--- config.mk ---
export PLATFORM = sky130hd
export DESIGN_NAME = ahb2apb_bridge_nslv
export DESIGN_NICKNAME = d
export VERILOG_FILES = /design/src/rtl/ahb2apb_bridge_nslv.sv
export SDC_FILE = /design/constraint.sdc
export NUM_CORES = 1
export LEC_CHECK = 0
export BUFFER_PORTS_ARGS = -buffer_cell sky130_fd_sc_hd__buf_2
export CAP_MARGIN = 0
export CELL_PAD_IN_SITES_DETAIL_PLACEMENT = 0
export CELL_PAD_IN_SITES_GLOBAL_PLACEMENT = 1
export CORE_AREA = 10 10 220 222
export DETAILED_ROUTE_END_ITERATION = 16
export DIE_AREA = 0 0 230 232
export PLACE_DENSITY_LB_ADDON = 0.25
export SYNTH_ARGS = -nofsm -noshare
export SYNTH_HDL_FRONTEND = slang
export SYNTH_SLANG_ARGS = --single-unit
--- constraint.sdc ---
create_clock -name hclk -period 3.5 [get_ports hclk]
set_input_delay 0.7 -clock hclk [delete_from_list [all_inputs] [get_ports hclk]]
set_output_delay 0.7 -clock hclk [all_outputs]
set_load 0.005 [all_outputs]
--- src/rtl/ahb2apb_bridge_nslv.sv ---
// ahb2apb_bridge_nslv: AHB-Lite slave to APB master bridge driving NUM_SLV one-hot selected completers
// Ports: hclk, hreset (async, active-high); AHB slave side hsel, haddr, htrans, hwrite,
// hready, hwdata in and hreadyout, hresp, hrdata out; APB master side paddr, psel,
// penable, pwrite, pwdata out and prdata (slave i at [i*DATA_W +: DATA_W]), pready,
// pslverr in; to_event pulses for one cycle (in ERR1) after an APB access timeout.
module ahb2apb_bridge_nslv #(
   parameter int HADDR_W = 32,
   parameter int PADDR_W = 32,
   parameter int DATA_W  = 32,
   parameter int NUM_SLV = 12,
   parameter int SEL_LSB = 12,
   parameter int SEL_W   = 4,
   parameter int TIMEOUT = 256
) (
   input  logic                      hclk,
   input  logic                      hreset,
   input  logic                      hsel,
   input  logic [HADDR_W-1:0]        haddr,
   input  logic [1:0]                htrans,
   input  logic                      hwrite,
   input  logic                      hready,
   input  logic [DATA_W-1:0]         hwdata,
   output logic                      hreadyout,
   output logic                      hresp,
   output logic [DATA_W-1:0]         hrdata,
   output logic [PADDR_W-1:0]        paddr,
   output logic [NUM_SLV-1:0]        psel,
   output logic                      penable,
   output logic                      pwrite,
   output logic [DATA_W-1:0]         pwdata,
   input  logic [NUM_SLV*DATA_W-1:0] prdata,
   input  logic [NUM_SLV-1:0]        pready,
   input  logic [NUM_SLV-1:0]        pslverr,
   output logic                      to_event
);
   localparam int CNT_W = TIMEOUT > 0 ? $clog2(TIMEOUT + 1) : 1;
   localparam logic [2:0] IDLE = 3'd0, WDATA = 3'd1, SETUP = 3'd2, ACCESS = 3'd3, ERR1 = 3'd4, ERR2 = 3'd5;
   logic [2:0]         state_q, state_d;
   logic [PADDR_W-1:0] addr_q, addr_d;
   logic               write_q, write_d;
   logic [SEL_W-1:0]   idx_q, idx_d, idx_in;
   logic [DATA_W-1:0]  pwdata_q, pwdata_d, hrdata_q, hrdata_d, rd_slice;
   logic [CNT_W-1:0]   cnt_q, cnt_d;
   logic               to_q, to_d;
   logic [NUM_SLV-1:0] sel_oh;
   logic               accept, rdy, err, tmo;
   logic               unused;
   assign unused = &{1'b0, htrans[0]};
   assign idx_in = haddr[SEL_LSB +: SEL_W];
   assign accept = (state_q == IDLE || state_q == ERR2) && hsel && hready && htrans[1];
   // out-of-range indices shift the one bit out, so decode errors select nothing
   assign sel_oh = NUM_SLV'(1) << idx_q;
   assign rdy    = |(pready & sel_oh);
   assign err    = |(pslverr & sel_oh);
   // fires on the TIMEOUT-th consecutive not-ready ACCESS cycle; pready wins a tie
   assign tmo    = TIMEOUT != 0 && !rdy && cnt_q == CNT_W'(TIMEOUT - 1);
   always_comb begin
      rd_slice = '0;
      for (int i = 0; i < NUM_SLV; i++) rd_slice |= sel_oh[i] ? prdata[i*DATA_W +: DATA_W] : '0;
   end
   always_comb begin
      state_d  = state_q;
      addr_d   = addr_q;
      write_d  = write_q;
      idx_d    = idx_q;
      pwdata_d = pwdata_q;
      hrdata_d = hrdata_q;
      cnt_d    = cnt_q;
      to_d     = 1'b0;
      if (accept) begin
         addr_d  = haddr[PADDR_W-1:0];
         write_d = hwrite;
         idx_d   = idx_in;
      end
      case (state_q)
         IDLE, ERR2: state_d = !accept ? IDLE : int'(idx_in) >= NUM_SLV ? ERR1 : hwrite ? WDATA : SETUP;
         WDATA: begin
            pwdata_d = hwdata;
            state_d  = SETUP;
         end
         SETUP: begin
            cnt_d   = '0;
            state_d = ACCESS;
         end
         ACCESS: begin
            if (rdy) begin
               state_d = err ? ERR1 : IDLE;
               if (!err && !write_q) hrdata_d = rd_slice;
            end else if (tmo) begin
               state_d = ERR1;
               to_d    = 1'b1;
            end else cnt_d = &cnt_q ? cnt_q : cnt_q + 1'b1;
         end
         ERR1: state_d = ERR2;
         default: state_d = IDLE;
      endcase
   end
   always_ff @(posedge hclk or posedge hreset) begin
      if (hreset) begin
         state_q  <= IDLE;
         addr_q   <= '0;
         write_q  <= 1'b0;
         idx_q    <= '0;
         pwdata_q <= '0;
         hrdata_q <= '0;
         cnt_q    <= '0;
         to_q     <= 1'b0;
      end else begin
         state_q  <= state_d;
         addr_q   <= addr_d;
         write_q  <= write_d;
         idx_q    <= idx_d;
         pwdata_q <= pwdata_d;
         hrdata_q <= hrdata_d;
         cnt_q    <= cnt_d;
         to_q     <= to_d;
      end
   end
   assign hreadyout = state_q == IDLE || state_q == ERR2;
   assign hresp     = state_q == ERR1 || state_q == ERR2;
   assign hrdata    = hrdata_q;
   assign paddr     = addr_q;
   assign psel      = (state_q == SETUP || state_q == ACCESS) ? sel_oh : '0;
   assign penable   = state_q == ACCESS;
   assign pwrite    = write_q;
   assign pwdata    = pwdata_q;
   assign to_event  = to_q;
endmodule

==> impl_metrics.yaml, run 1 <==
floorplan:
  start_util: 0.163
  dieArea_um2: 53400
  die_y_um: 232
  fp-row-count: 77
  core_um2: 43900
  die_w_um: 230
  io_pins: 592
final_layout:
  areaGrowthSynthToFinish_pct: 60.3
  layout-drive-gt1-share: 0.633
  final_cell_mix: "buf_2, dfrtp_1, a221oi_1"
  final_common_cell: "buf_2"
  nFillCells: 4872
  final_nets: 1696
  finalInstanceArea_um2: 11500
setup_path:
  crit_required_ns: 2.80
  cp-start-kind: "flip-flop"
  crit_fanout: 17
  r2r_end: "hrdata[29]$_DFFE_PP0P_"
  worst_r2r_path_depth: 6
  r2r-start: "paddr[14]$_DFFE_PP0P_"
  critPathLaunch: "paddr[14]$_DFFE_PP0P_"
  crit_type: "flip-flop to primary output"
  end_kind: "primary output"
  crit_path_end: "psel[7]"
  r2r_slack_ns: 0.66
  arrival_ns: 2.41
power:
  p_leak_nw: 5.64
  irDropWorstVdd_uv: 300
  power_density_nw_per_um2: 754
drt:
  drtIter0Drc: 436
  detail_route.vias_per_cell: 4.71
  routedWlPerCell_um: 28.1
  vias: 8614
  drc: 0
  drt_pass1_iterations: 5
  routed_wl_um: 51400
  drtAntennaViolNets: 0
logic_synthesis:
  mappedNetlistArea_um2: 7160
  syn_nets: 1121
  yosysWarnings: 0
  ys_async_sr_fraction: 1.00
  synth-main-ff-cell: "dfrtp_1"
  synth_edf_count: 0
  synthCells: 639
  synth-seq-cells: 110
  yosysUniqueCellTypes: 53
  seq_area_frac_synth: 0.384
  syn_avg_cell_area_um2: 11.2
sta:
  finalMaxSlewViolations: 0
  fin_skew_ns: 0.0102
  fmax_mhz: 321
  setup_viol: 0
  hold_viol_final: 0
  tightestPinTransition_ns: 0.850
  finalCritPeriodShare: 0.889
  relSlewSlack: 0.433
  tns_ns: 0
  grt_setup_unrepaired: "no"
  period_needed_ns: 3.11
clocking:
  cts_buffer_depth: 2
  cts_max_level: 3
  cts.sinks: 110
  insertion_delay_ns: 0.39
  post-cts-setup-buffer-count: 0
  ctsHoldBuffers: 0
  ctsResizeCount: 0
  clk_pin_slew_worst_paths_ns: 0.08
  cts_root_buf: "clkbuf_16"
  numCtsBuffers: 9
  cts_tree: "yes"
place:
  dp_hpwl_um: 41900
  numPortBuffers: 590
  gp_congestion: 0.857
  postPlaceCellArea_um2: 11100
grt:
  grt_pass1_vias: 9246
  grt_pass1_wl_um: 70400
  grt_overflow: 0
  antenna_found_initial: 27
  grtUsageTotal: 0.182
  grt_max_degree: 57
min_path:
  hp-class: "input port to asynchronous set/reset pin"
flow_run:
  drv_cap: 0
status:
  status: "completed"
## cells by family after synthesis
logic type | count (synthesis) | synth area share
compound gates | 229 | 0.275
simple gates | 115 | 0.0996
flops | 110 | 0.384
mux | 107 | 0.185
buf+inv | 74 | 0.0494
fa+ha+maj | 3 | 0.00524
xor+xnor | 1 | 0.00122
## power breakdown
group	internal [mW]	total, mW	switching [mW]
sequential	1.85	2.22	0.373
clock	0.654	1.25	0.593
combinational	2.51	5.19	2.68
total	5.01	8.66	3.65
## state kept, by name, summed over array words and instances, names as in the netlist
signal    cells
pwrite        1
hrdata       32
to_event      1
paddr        32
cnt_q         9
pwdata       32
state_q       3
## worst max-delay path, cell delays in order, from the launching register on
cell and delay, ns:
dfrtp_1 0.80, buf_4 0.31, and4b_2 0.27, buf_4 0.31, and2_1 0.19, buf_2 0.12
## per-layer routing
metal / routed length, um / global-route usage / vias up
li1: - / - / 3799
met1: 19600 / 0.202 / 4262
met2: 25700 / 0.320 / 477
met3: 4240 / 0.0592 / 72
met4: 1810 / 0.0680 / 4
met5: 26 / 0 / -
## cell type report
type                    instances  area [um^2]  area share
repair buffers                632         3380       0.295
diodes                         17         42.5     0.00371
clock buffers                   9          225      0.0196
inverters                       6         26.3     0.00229
well taps                     592          741      0.0645
clock inverters                 7          124      0.0108
flip-flops and latches        110         2750       0.240
multi-input cells             455         4190       0.365
## worst min-delay path by stage
stage,end,slack [ns],cells after the start
5_1_grt,pwdata[31]$_DFFE_PP0N_,0.33,2
3_5_place_dp,hrdata[16]$_DFFE_PP0P_,0.49,1
4_1_cts,pwdata[0]$_DFFE_PP0N_,0.31,2
3_3_place_gp,paddr[29]$_DFFE_PP0P_,0.49,1
6_report,pwdata[13]$_DFFE_PP0N_,0.32,2
2_1_floorplan,paddr[0]$_DFFE_PP0P_,0.51,1
## per-stage QoR
step / hold slack [ns] / power, mW / util / std cells / setup slack [ns]
floorplan: 0.505 / 5.10 / - / 639 / 0.998
global placement: 0.485 / 7.50 / 0.252 / 1795 / 0.654
detailed placement: 0.488 / 7.52 / 0.252 / 1795 / 0.629
CTS: 0.306 / 8.84 / 0.260 / 1811 / 0.340
global route: 0.333 / 9.29 / 0.261 / 1821 / 0.255
finish: 0.323 / 8.66 / 0.261 / 1828 / 0.389
## cells in the mapped netlist (2+ instances only)
library cell	n	area (um^2)
a22o_1	93	815
o21ai_0	8	40.0
clkbuf_1	41	154
a21oi_1	6	30.0
nor4b_2	4	60.1
buf_4	2	15.0
nor2_1	11	41.3
and3_1	7	43.8
buf_6	6	67.6
nand4b_1	3	26.3
mux2_4	31	465
nand2b_1	5	31.3
nor2b_1	4	25.0
and4_1	4	35.0
a221o_1	2	20.0
nand3_1	33	165
dfrtp_1	110	2750
o2111ai_1	2	17.5
ha_1	3	37.5
nor3b_1	2	15.0
mux2_2	70	788
buf_2	19	95.1
mux2i_1	5	50.1
a31oi_1	3	18.8
and2_1	12	75.1
o211ai_1	2	15.0
inv_1	6	22.5
a31o_2	2	17.5
a22oi_1	6	45.0
a221oi_1	94	823
nor4bb_1	5	50.1
nand2_1	17	63.8
Power figures use the tool's default switching activity.
==> run 2, diff against run 1 <==
Settings changed: ABC_AREA set to 1, CORE_AREA 10 10 220 222 to 10 10 223 225, DIE_AREA 0 0 230 232 to 0 0 233 235.
==> run 2 against run 1 <==
  * Non-clock buffer count is 17 lower
  * Sequential power is 5% lower
  * Wire length is 3.3% higher
  * Clock skew is 0.0010 ns higher
==> impl_metrics.yaml, run 2 <==
logic_synthesis:
  synthCells: 1218
  syn_nets: 1700
  yosysMostFrequentCell: "nand2_1"
  yosysUniqueCellTypes: 27
  synth_top_area_frac: 0.359
  synth-main-ff-cell: "dfrtp_1"
  syn_avg_cell_area_um2: 6.29
  yosysWarnings: 0
  synth.largest_area_cell: "dfrtp_1"
  mappedNetlistArea_um2: 7660
  seq_area_frac_synth: 0.359
  synth-seq-cells: 110
  synth_edf_count: 0
  synth_area_leaders: "dfrtp_1, nand2_1, mux2_2, nor2_1, nand4_1"
  ys_async_sr_fraction: 1.00
  ys_top_cells_by_count: "nand2_1, dfrtp_1, nor2_1"
floorplan:
  dieArea_um2: 54800
  die_w_um: 233
  die_y_um: 235
  fp-row-count: 78
  io_pins: 592
  start_util: 0.170
  core_um2: 45100
grt:
  grt_pass1_vias: 10900
  antenna_found_initial: 34
  grt_overflow: 0
  grtUsageTotal: 0.187
  grt_max_degree: 111
  grt_pass1_wl_um: 75300
power:
  irDropWorstVdd_uv: 357
  power.share.switching: 0.489
  power_frac_clock: 0.150
  p_seq_frac: 0.261
  power_density_nw_per_um2: 693
  pwr-share-comb: 0.588
  p_leak_nw: 6.69
  power_switching_mw: 3.97
  power_mw: 8.12
  p_int_mw: 4.15
sta:
  setup_viol: 0
  hold_ws_ns: 0.475
  fin_skew_ns: 0.0112
  period_needed_ns: 2.90
  tns_ns: 0
  relSlewSlack: 0.544
  finalCritPeriodShare: 0.829
  hold_viol_final: 0
  grt_setup_unrepaired: "no"
  finalMaxSlewViolations: 0
  tightestPinTransition_ns: 0.684
  fmax_mhz: 345
clocking:
  cts.sinks: 110
  cts_tree: "yes"
  cts_max_level: 3
  cts_buffer_depth: 2
  clk_pin_slew_worst_paths_ns: 0.08
  ctsHoldBuffers: 0
  insertion_delay_ns: 0.39
  ctsResizeCount: 0
  numCtsBuffers: 9
  cts_root_buf: "clkbuf_16"
  post-cts-setup-buffer-count: 0
setup_path:
  r2r_end: "hrdata[26]$_DFFE_PP0P_"
  cpPeakStageDelay_ns: 0.56
  path_cells: "nand2_2 -> nor2_4 -> nand2_1 -> nand2_1 -> nor2_1 -> nand2_1 -> nor2_4 -> nand3_4 -> nand2_1 -> nand2_1"
  r2r-start: "paddr[14]$_DFFE_PP0P_"
  crit_required_ns: 3.77
  crit_top_cell: "nand2_1"
  crit_fanout: 32
  slowest_stage: "dfrtp_1"
  r2r_slack_ns: 0.60
  crit_type: "flip-flop to flip-flop"
  cp-start-kind: "flip-flop"
  arrival_ns: 3.18
  critPathLaunch: "paddr[14]$_DFFE_PP0P_"
  end_kind: "flip-flop"
  worst_r2r_path_depth: 10
drt:
  drc: 0
  routed_wl_um: 53100
  drt_pass1_iterations: 5
  drtIter0Drc: 432
  drtAntennaViolNets: 0
  vias: 10400
  detail_route.vias_per_cell: 4.31
  routedWlPerCell_um: 22.1
place:
  numPortBuffers: 590
  gp_congestion: 0.892
  dp_hpwl_um: 43500
min_path:
  hp-class: "input port to asynchronous set/reset pin"
final_layout:
  seq_area_um2: 2750
  nFillCells: 5279
  final_cell_mix: "nand2_1, buf_2, dfrtp_1"
  multi_input_area_um2: 4590
  areaGrowthSynthToFinish_pct: 53.1
  final_nets: 2261
  layout-drive-gt1-share: 0.385
  final_common_cell: "nand2_1"
flow_run:
  drv_cap: 0
status:
  status: "completed"
-- run 2: cell count changes after synthesis, moves of 14 or more --
cell,change
nand4_1,+55
nand2_1,+686
nand3_1,+27
a21oi_1,+14
mux2_4,-31
mux2_2,-38
nand3b_1,+16
a22o_1,-93
nor2_1,+84
a221oi_1,-94
-- run 2: metal layers --
| metal | wire length [um] | track usage |
|---|---|---|
| met1 | 20200 | 0.200 |
| met2 | 26500 | 0.327 |
| met3 | 4730 | 0.0649 |
| met4 | 1560 | 0.0797 |
| met5 | 143 | 0 |
-- run 2: worst max-delay path by stage --
stage	end	slack (ns)	cells after the start
finish	hrdata[26]$_DFFE_PP0P_	0.60	10
detailed placement	hrdata[3]$_DFFE_PP0P_	0.54	10
global placement	hrdata[14]$_DFFE_PP0P_	0.62	10
floorplan	cnt_q[0]$_DFFE_PP0P_	1.47	1
global route	hrdata[3]$_DFFE_PP0P_	0.34	10
CTS	hrdata[3]$_DFFE_PP0P_	0.52	10
-- run 2: cell families after synthesis --
kind of cell             count (synthesis)  synth area share
AND/OR/NAND/NOR                        954             0.514
AO/OA/AOI/OAI                           28            0.0183
multiplexers                            32            0.0470
XOR/XNOR                                 5           0.00572
flip-flops                             110             0.359
buffers and inverters                   86            0.0503
adder cells (fa/ha/maj)                  3           0.00490
-- run 2: cell type report --
class                      instances  share of cell area
multi-input combinational       1022               0.392
antenna                           17             0.00363
timing repair buffer             615               0.271
clock buffer                       9              0.0192
sequential                       110               0.235
inverter                          21             0.00704
tap                              600              0.0640
clock inverter                     7             0.00886
-- run 2: power by group through the flow --
stage | clock, mW | sequential, mW | combinational, mW
2_1_floorplan | 0 | 2.16 | 2.55
3_3_place_gp | 0 | 2.12 | 4.91
3_5_place_dp | 0 | 2.14 | 4.93
4_1_cts | 1.29 | 2.13 | 4.94
5_1_grt | 1.34 | 2.20 | 5.39
6_report | 1.22 | 2.12 | 4.78
-- run 2: critical path, delay by kind of cell (launching register included) --
| kind | cells | cell delay [ns] |
|---|---|---|
| DFF | 1 | 0.56 |
| and+or+nand+nor | 10 | 2.19 |
-- run 2: per-stage QoR --
stage                     cells  utilization  setup slack (ns)  area [um^2]
after global placement     2368        0.252             0.618        11400
after CTS                  2384        0.259             0.524        11700
after floorplan            1218            -              1.47         7660
after detailed placement   2368        0.252             0.536        11400
after global routing       2397        0.260             0.342        11700
final                      2401        0.260             0.599        11700
